## src/rtl/instr_fetch.sv

```systemverilog
// instr_fetch: program counter plus single-outstanding instruction fetch feeding the microsequencer
module instr_fetch #(
  parameter int ADDR_WIDTH = 8,
  parameter int DATA_WIDTH = 8,
  parameter int OPCODE_WIDTH = 2,
  parameter int OPCODE_LSB = 6,
  parameter logic [ADDR_WIDTH-1:0] RESET_PC = '0
) (
  input  logic clock,
  input  logic reset,
  input  logic fetch,
  input  logic pc_load,
  input  logic [ADDR_WIDTH-1:0] pc_load_value,
  output logic [ADDR_WIDTH-1:0] mem_addr,
  output logic mem_read,
  input  logic mem_ready,
  input  logic [DATA_WIDTH-1:0] mem_data,
  output logic [OPCODE_WIDTH-1:0] opcode,
  output logic [DATA_WIDTH-1:0] operand,
  output logic [ADDR_WIDTH-1:0] pc,
  output logic ir_valid,
  output logic busy
);
  typedef enum logic {IDLE, REQ} state_t;
  state_t state;
  logic [DATA_WIDTH-1:0] ir;
  logic [ADDR_WIDTH-1:0] target;
  assign target = pc_load ? pc_load_value : pc;
  assign opcode = ir[OPCODE_LSB +: OPCODE_WIDTH];
  assign operand = ir;
  assign busy = state == REQ;
  // fetch sequencing: issue a read from IDLE, hold it in REQ until memory answers
  always_ff @(posedge clock) begin
    if (reset) begin
      state <= IDLE;
      pc <= RESET_PC;
      ir <= '0;
      ir_valid <= 1'b0;
      mem_read <= 1'b0;
      mem_addr <= '0;
    end else if (state == IDLE) begin
      if (fetch) begin
        mem_addr <= target;
        pc <= target;
        mem_read <= 1'b1;
        ir_valid <= 1'b0;
        state <= REQ;
      end else if (pc_load) begin
        pc <= pc_load_value;
      end
    end else if (mem_ready) begin
      ir <= mem_data;
      pc <= mem_addr + ADDR_WIDTH'(1);
      ir_valid <= 1'b1;
      mem_read <= 1'b0;
      state <= IDLE;
    end
  end
endmodule

```

## config.mk

```make
export PLATFORM = sky130hd
export DESIGN_NAME = instr_fetch
export DESIGN_NICKNAME = d
export VERILOG_FILES = /design/src/rtl/instr_fetch.sv
export SDC_FILE = /design/constraint.sdc
export NUM_CORES = 1
export LEC_CHECK = 0
export ABC_CLOCK_PERIOD_IN_PS = 1500
export CAP_MARGIN = 20
export CORE_ASPECT_RATIO = 0.8
export CORE_MARGIN = 4
export CORE_UTILIZATION = 43
export DETAILED_ROUTE_END_ITERATION = 12
export GPL_TIMING_DRIVEN = 0
export PLACE_DENSITY_LB_ADDON = 0.08
export SETUP_SLACK_MARGIN = 0.5
export SKIP_LAST_GASP = 1
export SYNTH_ARGS = -nofsm -noshare
export SYNTH_HDL_FRONTEND = slang
export SYNTH_SLANG_ARGS = --single-unit
```

## constraint.sdc

```tcl
create_clock -name clock -period 1.5 [get_ports clock]
set_input_delay 0.3 -clock clock [delete_from_list [all_inputs] [get_ports clock]]
set_output_delay 0.3 -clock clock [all_outputs]
set_load 0.01 [all_outputs]
```

# Word-level counts from Yosys, hierarchy flattened
# Index checks and enable logic that the tools add are counted.
[word_totals]
register_bits = 27
out_inout_bits = 29
elab_cells = 25
[classes]
n_addsub = 1
eq_ne = 1
mux = 12
n_bitwise = 1
reduce_logical = 4
[op_table]
columns = ["op", "count"]
rows = [
  ["2-to-1 mux 8 bit", 3],
  ["2-to-1 mux 1 bit", 9],
  ["adder 8 x 1 -> 8 bit (second input constant)", 1],
  ["AND reduction 2 bit", 3],
  ["!= test 2 bit (second input constant)", 1],
  ["nonzero test 2 bit", 1],
  ["NOT 1 bit", 1],
]

# Logic depth before layout (Yosys ltp)
# Gate-level depths: netlist of the first run.
[logic_depth]
word_depth = 3
ltp_mapped = 5
depth_no_buf = 4

# Worst setup path after synthesis of the first run
# No wires, ideal clock.
[synth_path]
path_kind = "reg-to-reg"
startpoint = "register mem_addr[0]"
endpoint = "register pc[4]"
setup_ns = 0.070
arrival_time_ns = 1.175
required_ns = 1.430
slack_ns = 0.255
stages_incl_launch_ff = 5
n_path_buf = 0
synth_period_minus_slack_ns = 1.245
cell_sequence = "dfxtp_1 ha_1 nand3_1 mux2_2 a21oi_1"
[synth_between]
elab_chain_cells = 3
[synth_rtl]
columns = ["element", "line_no", "text"]
rows = [
  ["start, declared", "14", "output logic [ADDR_WIDTH-1:0] mem_addr,"],
  ["start signal, assigned", "43", "mem_addr <= target;"],
  ["adder 8 x 1 -> 8 bit", "53", "pc <= mem_addr + ADDR_WIDTH'(1);"],
  ["2-to-1 mux 8 bit", "51", "end else if (mem_ready) begin"],
  ["2-to-1 mux 8 bit", "41", "end else if (state == IDLE) begin"],
  ["end signal, assigned", "44", "pc <= target;"],
  ["end signal, assigned", "49", "pc <= pc_load_value;"],
  ["end signal, assigned", "53", ""],
  ["end, declared", "20", "output logic [ADDR_WIDTH-1:0] pc,"],
]
# No other way between the ends. The select of a mux whose other input is x is not followed.
# A chain may end at the register's enable or synchronous reset.

# Worst setup path after layout of the first run
# Same ends and word-level chain as after synthesis.

==> impl_metrics.ini, run 1 <==
[logic_synthesis]
yosysWarnings = 0
ys_seq_area_frac = 0.421
synth_area_um2 = 1280
netlist_instances = 141
synthDistinctLibCells = 37
ys_seq_elements = 27
synth_edf_count = 0
ys.flop_type = dfxtp_1
async_flop_share = 0
synth.avg_cell_area_um2 = 9.10
synth_nets = 163

[sta]
rsz0062_at_grt = yes
drv_slew = 0
finalHoldViolCount = 0
slew_headroom = 0.766
final.min_clock_period_ns = 1.23
final.setup_skew_ns = 0.00473
setup_viol = 0
worst_pin_slew_ns = 0.341
fmax_mhz = 813
post-route-period-util = 0.820
fin_hold_ws_ns = 0.365

[routing]
wl_um = 5580
wl_per_cell_um = 21.4
drc_errors = 0
dr_total_vias = 1559
ant_nets = 0
drt-initial-drc-count = 82
first_pass_iters = 5
via_per_inst = 5.97

[finish]
multi_input_area_um2 = 875
final-instance-count-excl-fill = 261
antenna_cells = 0
areaGrowthSynthToFinish_pct = 93.5
layout_commonest_cell = buf_6
final-seq-area_um2 = 592
layout-drive-gt1-share = 0.646
nets = 246
n_fill_cell = 121
final_cell_mix = buf_6, buf_4, dfxtp_2, nand2_1, clkdlybuf4s50_1

[die]
die_h_um = 56.8
num_rows = 17
start_util = 0.457
top_level_ports = 50
die_area_um2 = 3930
core_um2 = 2810
dieWidth_um = 69.1

[worst_setup_path]
setup.worst_path.start_class = flip-flop
crit_path_max_fanout = 7
crit_buf_inv = 0
path_cells = ha_4, nand3_2, mux2_4, a21oi_2
worst_path_max_delay_cell = dfxtp_4
arrival_ns = 1.45
cpPeakStageDelay_ns = 0.42
crit_required_ns = 1.72
setup.worst_path.end_class = flip-flop
criticalPathCategory = flip-flop to flip-flop
critical_path.top_delay_family = flip-flops

[pwr]
total_leakage_power_nw = 1.01
vdd_drop_max_v = 0.000683
power.density_nw_per_um2 = 721

[clocking]
cts_buffers = 3
h-tree-depth = 1
cts_tree = built
clk_latency_ns = 0.28
cts.sinks = 27
clockBufferDepth = 2
ctsHoldBuffers = 0
root_buffer = clkbuf_8
cts.clk_slew.worst_paths_ns = 0.09

[outcome]
outcome = finished, final reports clean

[place]
routabilityCongestion = 0.851
hpwl_um = 2660
dp_cells = 226
numPortBuffers = 47

[global_routing]
grt_pass1_wl_um = 7180
grt_antenna_before_repair = 0
grt_overflow = 0
grt_pass1_vias = 1471
grt_start_max_net_pins = 16
gr-usage-all-layers = 0.234

[hold_path]
holdCritPathClass = primary input to flip-flop

[flow_run]
maxCapViolCount = 0
[power by group]
part / internal, W / switching [W]
registers: 0.000762 / 0.0000543
logic: 0.000303 / 0.000241
clock network: 0.000187 / 0.000242
[registers in the layout, summed over array words and instances (netlist names)]
| signal | cells |
|---|---|
| ir_valid | 1 |
| pc | 8 |
| mem_read | 1 |
| mem_addr | 8 |
| operand | 8 |
| busy | 1 |
[stage by stage]
step	TNS, ns	utilization	cell area [um2]	worst slack (ns)	power, W
after floorplan	0	-	1370	0.396	0.000985
after global placement	-2.38	0.673	1890	-0.156	0.00115
after detailed placement	-2.54	0.673	1890	-0.147	0.00117
after CTS	0	0.812	2280	0.346	0.00168
after global routing	0	0.884	2480	0.242	0.00185
final	0	0.884	2480	0.270	0.00179
[layer usage]
layer,GRT usage,share of wire,vias to the layer above
met4,0.103,0.040,0
li1,-,-,683
met5,0,0,-
met2,0.413,0.51,89
met3,0.0465,0.078,25
met1,0.272,0.37,762
[layout make-up]
| cell class | instances | area share |
|---|---|---|
| Clock buffer | 3 | 0.0166 |
| Timing Repair Buffer | 78 | 0.309 |
| Multi-Input combinational cell | 99 | 0.352 |
| Buffer | 11 | 0.0509 |
| Sequential cell | 27 | 0.239 |
| Inverter | 4 | 0.0111 |
| Clock inverter | 1 | 0.00202 |
| Tap cell | 38 | 0.0192 |
[cell usage after synthesis, types with 2 or more instances]
library cell   n  area share
mux2_2         2       0.018
nand3_1        5       0.020
buf_4          4       0.023
inv_1          3      0.0088
nor2b_1        3       0.015
o211ai_1       2       0.012
nand3b_1       2       0.012
o2bb2ai_1      8       0.055
nand2_1       24       0.070
mux2i_1        8       0.062
a21oi_1       13       0.051
buf_2          7       0.027
dfxtp_1       27        0.42
o22a_1         4       0.027
nor2_1         4       0.012
a211oi_1       4       0.023
[logic make-up (layout without fill, tap and decap cells)]
family	count (synthesis)	count (layout)	share of synthesized area
buffers and inverters	15	97	0.0624
AOI/OAI and AO/OA	40	40	0.233
adders and majority gates	1	1	0.00975
DFF	27	27	0.421
muxes	10	10	0.0800
and+or+nand+nor	47	47	0.186
xor gates and xnor gates	1	1	0.00683
[worst min-delay path, stage by stage]
cell,delay [ns]
buf_12,0.12
mux2i_4,0.08
o2bb2ai_2,0.12
[timing repair]
action | 4_1_cts | 5_1_grt
pin swaps | 9 | 16
gates cloned | 2 | 1
gates resized for setup | 196 | 27
endpoints found under the setup margin | 56 | 56
buffers inserted | 19 | 9
[path summary, 6_finish.rpt]
path	from	endpoint	slack (ns)	depth (start not counted)
worst max-delay path	mem_addr[0]	pc[4]	0.27	4
worst max register to register	mem_addr[0]	pc[4]	0.27	4
worst min register to register	operand[3]	operand[3]	0.47	2
worst min-delay path	pc_load	mem_addr[6]	0.37	3
(Power assumes the default switching activity.)
==> inputs of run 2 (changes only) <==
- ABC_CLOCK_PERIOD_IN_PS: 1500 -> 1130
- CORE_UTILIZATION: 43 -> 39
- clock period: 1.5 -> 1.13 ns (I/O delays scaled with it)
==> impl_metrics.ini, run 2 (synthesis results as in run 1) <==
[sta]
rsz0062_at_grt = yes
final.setup_skew_ns = 0.00974
finalHoldViolCount = 0
slew_headroom = 0.749
fin_hold_ws_ns = 0.293
drv_slew = 0
setup_viol = 11
setup_tns_ns = -0.241
post-route-period-util = 1.07
worst_pin_slew_ns = 0.366
fmax_mhz = 826
setup_ws_ns = -0.0803
final.min_clock_period_ns = 1.21

[hold_path]
holdPathEnd = busy
holdCritPathClass = primary input to flip-flop
holdCritStartpoint = mem_ready
min_path_cells = 4

[worst_setup_path]
crit_buf_inv = 1
setup.worst_path.start_class = primary input
rr_startpoint = busy
path_cells = clkdlybuf4s50_1, mux2i_1, o22ai_1, a211o_1
crit_required_ns = 1.30
arrival_ns = 1.39
reg2reg_to = pc[6]
worst_path_max_delay_cell = clkdlybuf4s50_1
rr_worst_depth = 5
crit_start = pc_load_value[6]
setup.worst_path.end_class = flip-flop
crit_path_max_fanout = 2
cpPeakStageDelay_ns = 0.41
worst-path-stages = 4
critical_path.top_delay_family = compound AO/OA/AOI/OAI gates
rrSetupSlack_ns = -0.06
criticalPathCategory = primary input to flip-flop

[clocking]
cts.sinks = 27
root_buffer = clkbuf_8
cts_tree = built
cts.clk_slew.worst_paths_ns = 0.10
clockBufferDepth = 2
cts_buffers = 3
clk_latency_ns = 0.28
h-tree-depth = 1

[flow_run]
maxCapViolCount = 0

[global_routing]
grt_pass1_wl_um = 7150
grt_overflow = 0
grt_start_max_net_pins = 16
grt_antenna_before_repair = 0
grt_pass1_vias = 1487
gr-usage-all-layers = 0.214

[routing]
dr_total_vias = 1415
first_pass_iters = 4
drt-initial-drc-count = 79
drc_errors = 0
wl_um = 4640
wl_per_cell_um = 17.9
via_per_inst = 5.46
ant_nets = 0

[finish]
final_cell_mix = buf_6, dfxtp_2, nand2_1, buf_4, clkdlybuf4s50_1
nets = 242
utilization = 0.789
areaGrowthSynthToFinish_pct = 92.5
antenna_cells = 0
layout_commonest_cell = buf_6
n_fill_cell = 188
layout-drive-gt1-share = 0.626

[outcome]
outcome = complete, but fails checks
violations = setup timing

[place]
hpwl_um = 2660
numPortBuffers = 47
routabilityCongestion = 0.769

[die]
dieWidth_um = 72.1
die_area_um2 = 4280
die_h_um = 59.3
top_level_ports = 50
num_rows = 18
start_util = 0.410
core_um2 = 3130

[pwr]
power.density_nw_per_um2 = 944
vdd_drop_max_v = 0.000846
total_leakage_power_nw = 1.02
power.total_w = 0.00233
## run 2: cell type report
type	instances	area, um2	share of cell area
tap	40	50.0	0.0203
buffer	11	128	0.0517
multi-input combinational	99	845	0.342
sequential	27	591	0.239
inverter	4	22.5	0.00912
timing repair buffer	74	787	0.319
clock inverter	1	5.00	0.00203
clock buffer	3	41.3	0.0167
## run 2: routing by layer
metal / track usage / wire [um] / up-vias
met2: 0.375 / 2330 / 54
met3: 0.0492 / 225 / 11
met1: 0.271 / 2010 / 681
met5: 0 / 0 / -
met4: 0.0375 / 78 / 0
li1: - / - / 669
## run 2: worst register-to-register path: cells and delay by family, from the launching register on
kind	cells	cell delay [ns]
compound gates	2	0.37
flops	1	0.38
simple gates	1	0.09
buf+inv	2	0.26
## run 2: timing repair
item                                    CTS  global route
endpoints found under the setup margin   56            56
hold buffers                              0             0
buffers inserted                         21             3
pin swaps                                 9            12
cloned                                    2             1
resized for setup                       187            18
## run 2: power by group
| group | switching, W | total (W) | leakage [nW] | internal [W] |
|---|---|---|---|---|
| logic | 0.000290 | 0.000695 | 0.756 | 0.000404 |
| clock network | 0.000310 | 0.000558 | 0.0255 | 0.000248 |
| registers | 0.0000681 | 0.00108 | 0.234 | 0.00101 |
## run 2: worst max-delay path by stage
stage,end
floorplan,pc[7]
global placement,busy
detailed placement,busy
CTS,pc[4]
global route,pc[6]
finish,pc[6]
## run 2: stage by stage
| stage | std cells | area (um2) | setup WS (ns) |
|---|---|---|---|
| 3_3_place_gp | 228 | 1930 | -0.483 |
| 4_1_cts | 255 | 2350 | -0.0249 |
| 3_5_place_dp | 228 | 1930 | -0.514 |
| 2_1_floorplan | 141 | 1410 | 0.0503 |
| 5_1_grt | 259 | 2470 | -0.0946 |
| 6_report | 259 | 2470 | -0.0803 |
